==> config.mk <==
export PLATFORM = sky130hd
export DESIGN_NAME = clk_div_multi
export DESIGN_NICKNAME = d
export VERILOG_FILES = /design/src/rtl/clk_div_multi.sv
export SDC_FILE = /design/constraint.sdc
export NUM_CORES = 1
export LEC_CHECK = 0
export BUFFER_PORTS_ARGS = -buffer_cell sky130_fd_sc_hd__buf_4
export CAP_MARGIN = 20
export CORE_MARGIN = 8
export CORE_UTILIZATION = 35
export DETAILED_ROUTE_END_ITERATION = 10
export PLACE_DENSITY = 0.59
export SLEW_MARGIN = 20
export SYNTH_ARGS = -nofsm -noshare
export SYNTH_HDL_FRONTEND = slang
export SYNTH_SLANG_ARGS = --single-unit
==> constraint.sdc <==
create_clock -name clock_in -period 3.7 [get_ports clock_in]
set_input_delay 0.37 -clock clock_in [delete_from_list [all_inputs] [get_ports clock_in]]
set_output_delay 0.37 -clock clock_in [all_outputs]
set_load 0.01 [all_outputs]
==> src/rtl/clk_div_multi.sv <==
// Multi-channel programmable clock divider with per-channel enable, period tick
// and a valid/ready config port whose updates take effect only at period boundaries.
module clk_div_multi #(
    parameter int                CHANNELS    = 4,
    parameter int                WIDTH       = 28,
    parameter int                SEL_W       = 2,
    parameter logic [WIDTH-1:0]  DEFAULT_DIV = 28'd143266
) (
    input  logic                 clock_in,
    input  logic                 reset,
    input  logic [CHANNELS-1:0]  enable,
    input  logic                 cfg_valid,
    output logic                 cfg_ready,
    input  logic [SEL_W-1:0]     cfg_chan,
    input  logic [WIDTH-1:0]     cfg_div,
    input  logic [WIDTH-1:0]     cfg_high,
    output logic [CHANNELS-1:0]  clock_out,
    output logic [CHANNELS-1:0]  tick
);

    localparam logic [WIDTH-1:0] DEFAULT_HIGH = DEFAULT_DIV >> 1;
    localparam int               SEL_SPAN     = 1 << SEL_W;

    logic [CHANNELS-1:0] pend_flags;
    logic [SEL_SPAN-1:0] pend_map;
    logic [WIDTH-1:0]    cfg_div_clamped;

    // Selector codes with no channel behind them read as "not pending", so
    // such requests are accepted and silently dropped.
    genvar gi;
    generate
        for (gi = 0; gi < SEL_SPAN; gi++) begin : g_map
            if (gi < CHANNELS) begin : g_real
                assign pend_map[gi] = pend_flags[gi];
            end else begin : g_pad
                assign pend_map[gi] = 1'b0;
            end
        end
    endgenerate

    assign cfg_ready       = !pend_map[cfg_chan];
    assign cfg_div_clamped = (cfg_div < WIDTH'(2)) ? WIDTH'(2) : cfg_div;

    generate
        for (gi = 0; gi < CHANNELS; gi++) begin : g_chan
            localparam logic [SEL_W-1:0] CH_SEL = SEL_W'(gi);

            logic [WIDTH-1:0] cnt_reg, cnt_next;
            logic [WIDTH-1:0] div_reg, div_next;
            logic [WIDTH-1:0] high_reg, high_next;
            logic [WIDTH-1:0] pdiv_reg, pdiv_next;
            logic [WIDTH-1:0] phigh_reg, phigh_next;
            logic             pend_reg, pend_next;
            logic             clk_reg, clk_next;
            logic             tick_reg, tick_next;
            logic             wrap, apply, accept;

            // >= rather than == so a counter left beyond a shortened period
            // still wraps on the next edge.
            assign wrap   = cnt_reg >= (div_reg - WIDTH'(1));
            assign accept = cfg_valid && cfg_ready && (cfg_chan == CH_SEL);
            assign apply  = pend_reg && (wrap || !enable[gi]);

            always_comb begin
                cnt_next   = cnt_reg;
                div_next   = div_reg;
                high_next  = high_reg;
                pdiv_next  = pdiv_reg;
                phigh_next = phigh_reg;
                pend_next  = pend_reg;
                clk_next   = 1'b0;
                tick_next  = 1'b0;

                if (enable[gi]) begin
                    cnt_next  = wrap ? '0 : cnt_reg + WIDTH'(1);
                    clk_next  = cnt_reg < high_reg;
                    tick_next = wrap;
                end else begin
                    cnt_next  = '0;
                end

                // Pending settings swap in only once the old period is done
                // (or the channel is idle), so no runt or stretched pulse.
                if (apply) begin
                    div_next  = pdiv_reg;
                    high_next = phigh_reg;
                    cnt_next  = '0;
                    pend_next = 1'b0;
                end else if (accept) begin
                    pdiv_next  = cfg_div_clamped;
                    phigh_next = cfg_high;
                    pend_next  = 1'b1;
                end
            end

            always_ff @(posedge clock_in) begin
                if (reset) begin
                    cnt_reg   <= '0;
                    div_reg   <= DEFAULT_DIV;
                    high_reg  <= DEFAULT_HIGH;
                    pdiv_reg  <= DEFAULT_DIV;
                    phigh_reg <= DEFAULT_HIGH;
                    pend_reg  <= 1'b0;
                    clk_reg   <= 1'b0;
                    tick_reg  <= 1'b0;
                end else begin
                    cnt_reg   <= cnt_next;
                    div_reg   <= div_next;
                    high_reg  <= high_next;
                    pdiv_reg  <= pdiv_next;
                    phigh_reg <= phigh_next;
                    pend_reg  <= pend_next;
                    clk_reg   <= clk_next;
                    tick_reg  <= tick_next;
                end
            end

            assign pend_flags[gi] = pend_reg;
            assign clock_out[gi]  = clk_reg;
            assign tick[gi]       = tick_reg;
        end
    endgenerate

endmodule

==> impl_results.rst <==
.. list-table::
   :header-rows: 1

   * - Metric
     - Value
   * - Area fraction of the dominant cell type after synthesis
     - 39.6%
   * - Yosys synthesis warning count
     - 0
   * - DRC
     - 0
   * - Number of buffers added by the clock tree synthesis step
     - 66
   * - Status
     - finished with violations
   * - Critical Path End Type
     - register
   * - Initial antenna violation count
     - 5
   * - Average vias per placed instance
     - around 5
   * - Number of global-route vias before repair
     - around 22k
   * - Type of origin of the critical path
     - register
   * - Width of the die
     - around 300 um
   * - Gp weighted congestion
     - roughly 0.86
   * - Unrepaired setup endpoints after global routing
     - yes
   * - Fmax
     - around 0.24 GHz
   * - Antenna Nets Post-Route
     - 0
   * - H-tree level count
     - 3
   * - Placed cell count
     - approximately 4.5k
   * - Number of clock sinks seen by CTS
     - roughly 570
   * - Hold Vio Cnt, Final
     - 0
   * - Gate Count Post-Synth
     - 3431
   * - First-pass detailed-route iteration total
     - 5
   * - Layout area overhead
     - 24.5%
   * - Pwr Density
     - just under 400 nW/um^2
   * - Failing checks
     - setup timing
   * - Most frequent cells in the layout
     - 568 x sky130_fd_sc_hd__dfxtp_1, 526 x sky130_fd_sc_hd__nand2_1, 301 x sky130_fd_sc_hd__nor2_1
   * - Most common library cell in the layout ignoring fill and taps
     - sky130_fd_sc_hd__dfxtp_1
   * - Maximum number of pins on one net before global-route repair
     - approximately 240
   * - Max-capacitance violation count
     - 0
   * - Cell type contributing the most total cell area after synthesis
     - sky130_fd_sc_hd__dfxtp_1
   * - Boundary pin count
     - 74
   * - Yosys reg bits
     - roughly 570
   * - Total standard cell area after synthesis
     - 28900 sq um
   * - Area used by sequential logic in the layout
     - between 10000 and 15000 sq um
   * - Setup WS pre-CTS
     - -0.411 ns
   * - Top post-synthesis cells by area
     - sky130_fd_sc_hd__dfxtp_1 40%, sky130_fd_sc_hd__ha_1 9.9%, sky130_fd_sc_hd__mux2i_1 7.1%, sky130_fd_sc_hd__nand2_1 7.0%, sky130_fd_sc_hd__nand2b_1 5.4%
   * - Proportion of synthesized chip area in sequential cells
     - approximately 40%
   * - NumNets Final
     - between 3k and 4k
   * - HPWL reported at the end of detailed placement
     - 57100 um
   * - Class of the most critical setup path
     - register to register
   * - Synth async-reset ratio
     - 0%
   * - Number of buffers added on ports
     - 73
   * - Synthesized area divided by synthesized cell count
     - around 8.4 sq um
   * - Netlist cell types
     - 54
   * - GRT Util Overall
     - around 18%
   * - Data arrival, critical path
     - around 4.6 ns
   * - Biggest fanout along the worst timing path
     - 8
   * - CTS tree
     - done
   * - Slew at the pin closest to its max-slew limit
     - about 1.0 ns
   * - Num rows
     - about 110
   * - Relative slew margins
     - a little under a third
   * - Avg WL per Cell
     - about 18 um
   * - Wire length of the first global-routing pass
     - between 100000 and 150000 um
   * - Clock latency at the later pin of the worst-skew pair
     - 0.64 ns
   * - Layout cells sized above 1
     - between 10% and 20%
   * - Overall via count from detail_route
     - about 24k
   * - Placed standard-cell area
     - 31400 sq um
   * - Worst endpoint required time
     - between 4 and 5 ns
   * - Final setup slack of the worst path
     - -0.432 ns
   * - DIE AREA
     - between 90000 and 100000 sq um
   * - Initial core utilization
     - between 30% and 40%
   * - Placeable Area
     - just over 80000 sq um
   * - Total power
     - 0.0141 W
   * - Grt total ovfl
     - 0
   * - Worst setup skew after layout
     - about 0.047 ns
   * - Minimum period implied by the final worst setup slack
     - about 4.1 ns
   * - Syn_nets
     - around 3.7k
   * - Iteration-0 DRC count of the detailed router
     - 1652
   * - Fill cells
     - a little over 8k
   * - Class of the tightest hold or removal check
     - input pin to register
   * - Height of the die
     - between 300 and 400 um
   * - Reported leakage power
     - about 15 nW
   * - Final core occ
     - 43.9%
   * - Area occupied by multi-input gates
     - about 17000 sq um
   * - Dominant synthesized flop cell
     - sky130_fd_sc_hd__dfxtp_1
   * - Summed area of non-filler cells in the final layout
     - around 36000 sq um
   * - Largest voltage drop on the vdd net
     - 0.000410 V
   * - Final period utilization
     - 112%
   * - Root buffer selected by CTS
     - sky130_fd_sc_hd__clkbuf_16
   * - Final slew viol count
     - 0
   * - Final Routed Wirelength
     - ~86000 um
   * - Maximum clock path buffer count
     - 3
   * - Final std cells w/o fill
     - between 4k and 5k
   * - Endpoints failing setup
     - roughly 210
   * - Clock slew at the register clock pins of the worst setup and hold paths
     - around 0.06 ns
   * - Number of enable flip-flop cells after synthesis
     - 0
-- layer usage --
layer,vias to the layer above,GRT usage (%),routed length [um]
li1,11900,-,-
met1,11200,25.7,41600
met2,500,27.4,37600
met3,101,3.78,5200
met4,0,4.64,2000
met5,-,0,0
-- area by class of cell --
class / instances / share of cell area (%)
Inverter: 144 / 1.50
Multi-Input combinational cell: 2545 / 48.2
Antenna cell: 1 / 0.00696
Tap cell: 1070 / 3.72
Timing Repair Buffer: 284 / 8.41
Clock inverter: 31 / 1.13
Clock buffer: 89 / 5.22
Sequential cell: 572 / 31.9
-- Yosys cell counts (63+ instances only) --
cell                       instances
sky130_fd_sc_hd__xor2_1           94
sky130_fd_sc_hd__nand2_1         537
sky130_fd_sc_hd__xnor2_1         109
sky130_fd_sc_hd__nand2b_1        250
sky130_fd_sc_hd__ha_1            228
sky130_fd_sc_hd__inv_1           144
sky130_fd_sc_hd__clkbuf_1        131
sky130_fd_sc_hd__dfxtp_1         572
sky130_fd_sc_hd__nor2_1          370
sky130_fd_sc_hd__nand3b_1         74
sky130_fd_sc_hd__mux2i_1         206
sky130_fd_sc_hd__a21oi_1         253
sky130_fd_sc_hd__nand3_1          63
-- cells by family (layout without fill, tap and decap cells) --
| logic type | count (synthesis) | after routing | share of synthesized area (%) |
|---|---|---|---|
| simple gates | 1525 | 1525 | 25.3 |
| flops | 572 | 572 | 39.6 |
| compound gates | 382 | 382 | 7.42 |
| buf+inv | 314 | 548 | 4.46 |
| fa+ha+maj | 228 | 228 | 9.87 |
| mux | 207 | 207 | 7.18 |
| xor+xnor | 203 | 203 | 6.15 |
| other cells | 0 | 1 | 0 |
-- critical path, stage by stage (launching register included) --
cell and delay, ns:
sky130_fd_sc_hd__dfxtp_2 0.31, sky130_fd_sc_hd__or4_4 0.55, sky130_fd_sc_hd__nor4_4 0.17, sky130_fd_sc_hd__nor3b_2 0.24, sky130_fd_sc_hd__nand2_1 0.10, sky130_fd_sc_hd__or4_4 0.50
sky130_fd_sc_hd__nor2_4 0.11, sky130_fd_sc_hd__xnor2_1 0.07, sky130_fd_sc_hd__ha_1 0.31, sky130_fd_sc_hd__nand3_2 0.11, sky130_fd_sc_hd__nor4_4 0.36, sky130_fd_sc_hd__nand3_1 0.11
sky130_fd_sc_hd__a31oi_1 0.15, sky130_fd_sc_hd__buf_4 0.15, sky130_fd_sc_hd__o31ai_4 0.08, sky130_fd_sc_hd__buf_6 0.17, sky130_fd_sc_hd__buf_12 0.13, sky130_fd_sc_hd__buf_16 0.15
sky130_fd_sc_hd__nor3_4 0.18, sky130_fd_sc_hd__a21oi_2 0.05
-- per-stage QoR --
stage	hold WS, ns	TNS (ns)
global route	0.0252	-89.10
finish	0.0364	-38.58
floorplan	0.436	-12.37
global placement	0.442	-43.83
detailed placement	0.448	-57.07
CTS	0.0247	-37.81
-- timing repair --
action / 4_1_cts / 5_1_grt
endpoints found under the setup margin: 281 / 341
pin swaps: 37 / 86
cloned: 19 / 13
hold buffers: 0 / 0
resized for setup: 94 / 243
buffers inserted: 31 / 22
-- where the power goes --
part	internal, W	leakage (nW)	total, W	switching [W]
logic	0.000329	9.32	0.000874	0.000544
clock network	0.00404	1.13	0.00685	0.00281
registers	0.00627	4.63	0.00635	0.0000761
-- worst paths after layout --
path / startpoint / to / slack, ns / depth (start not counted)
worst min register to register: g_chan[0].phigh_reg[2] / g_chan[0].high_reg[2] / 0.44 / 2
worst max-delay path: g_chan[3].div_reg[0] / g_chan[3].high_reg[9] / -0.43 / 19
worst min-delay path: enable[3] / g_chan[3].pend_reg / 0.04 / 3
worst max register to register: g_chan[3].div_reg[0] / g_chan[3].high_reg[9] / -0.43 / 19
No activity file was read; power rests on OpenSTA's default activity.
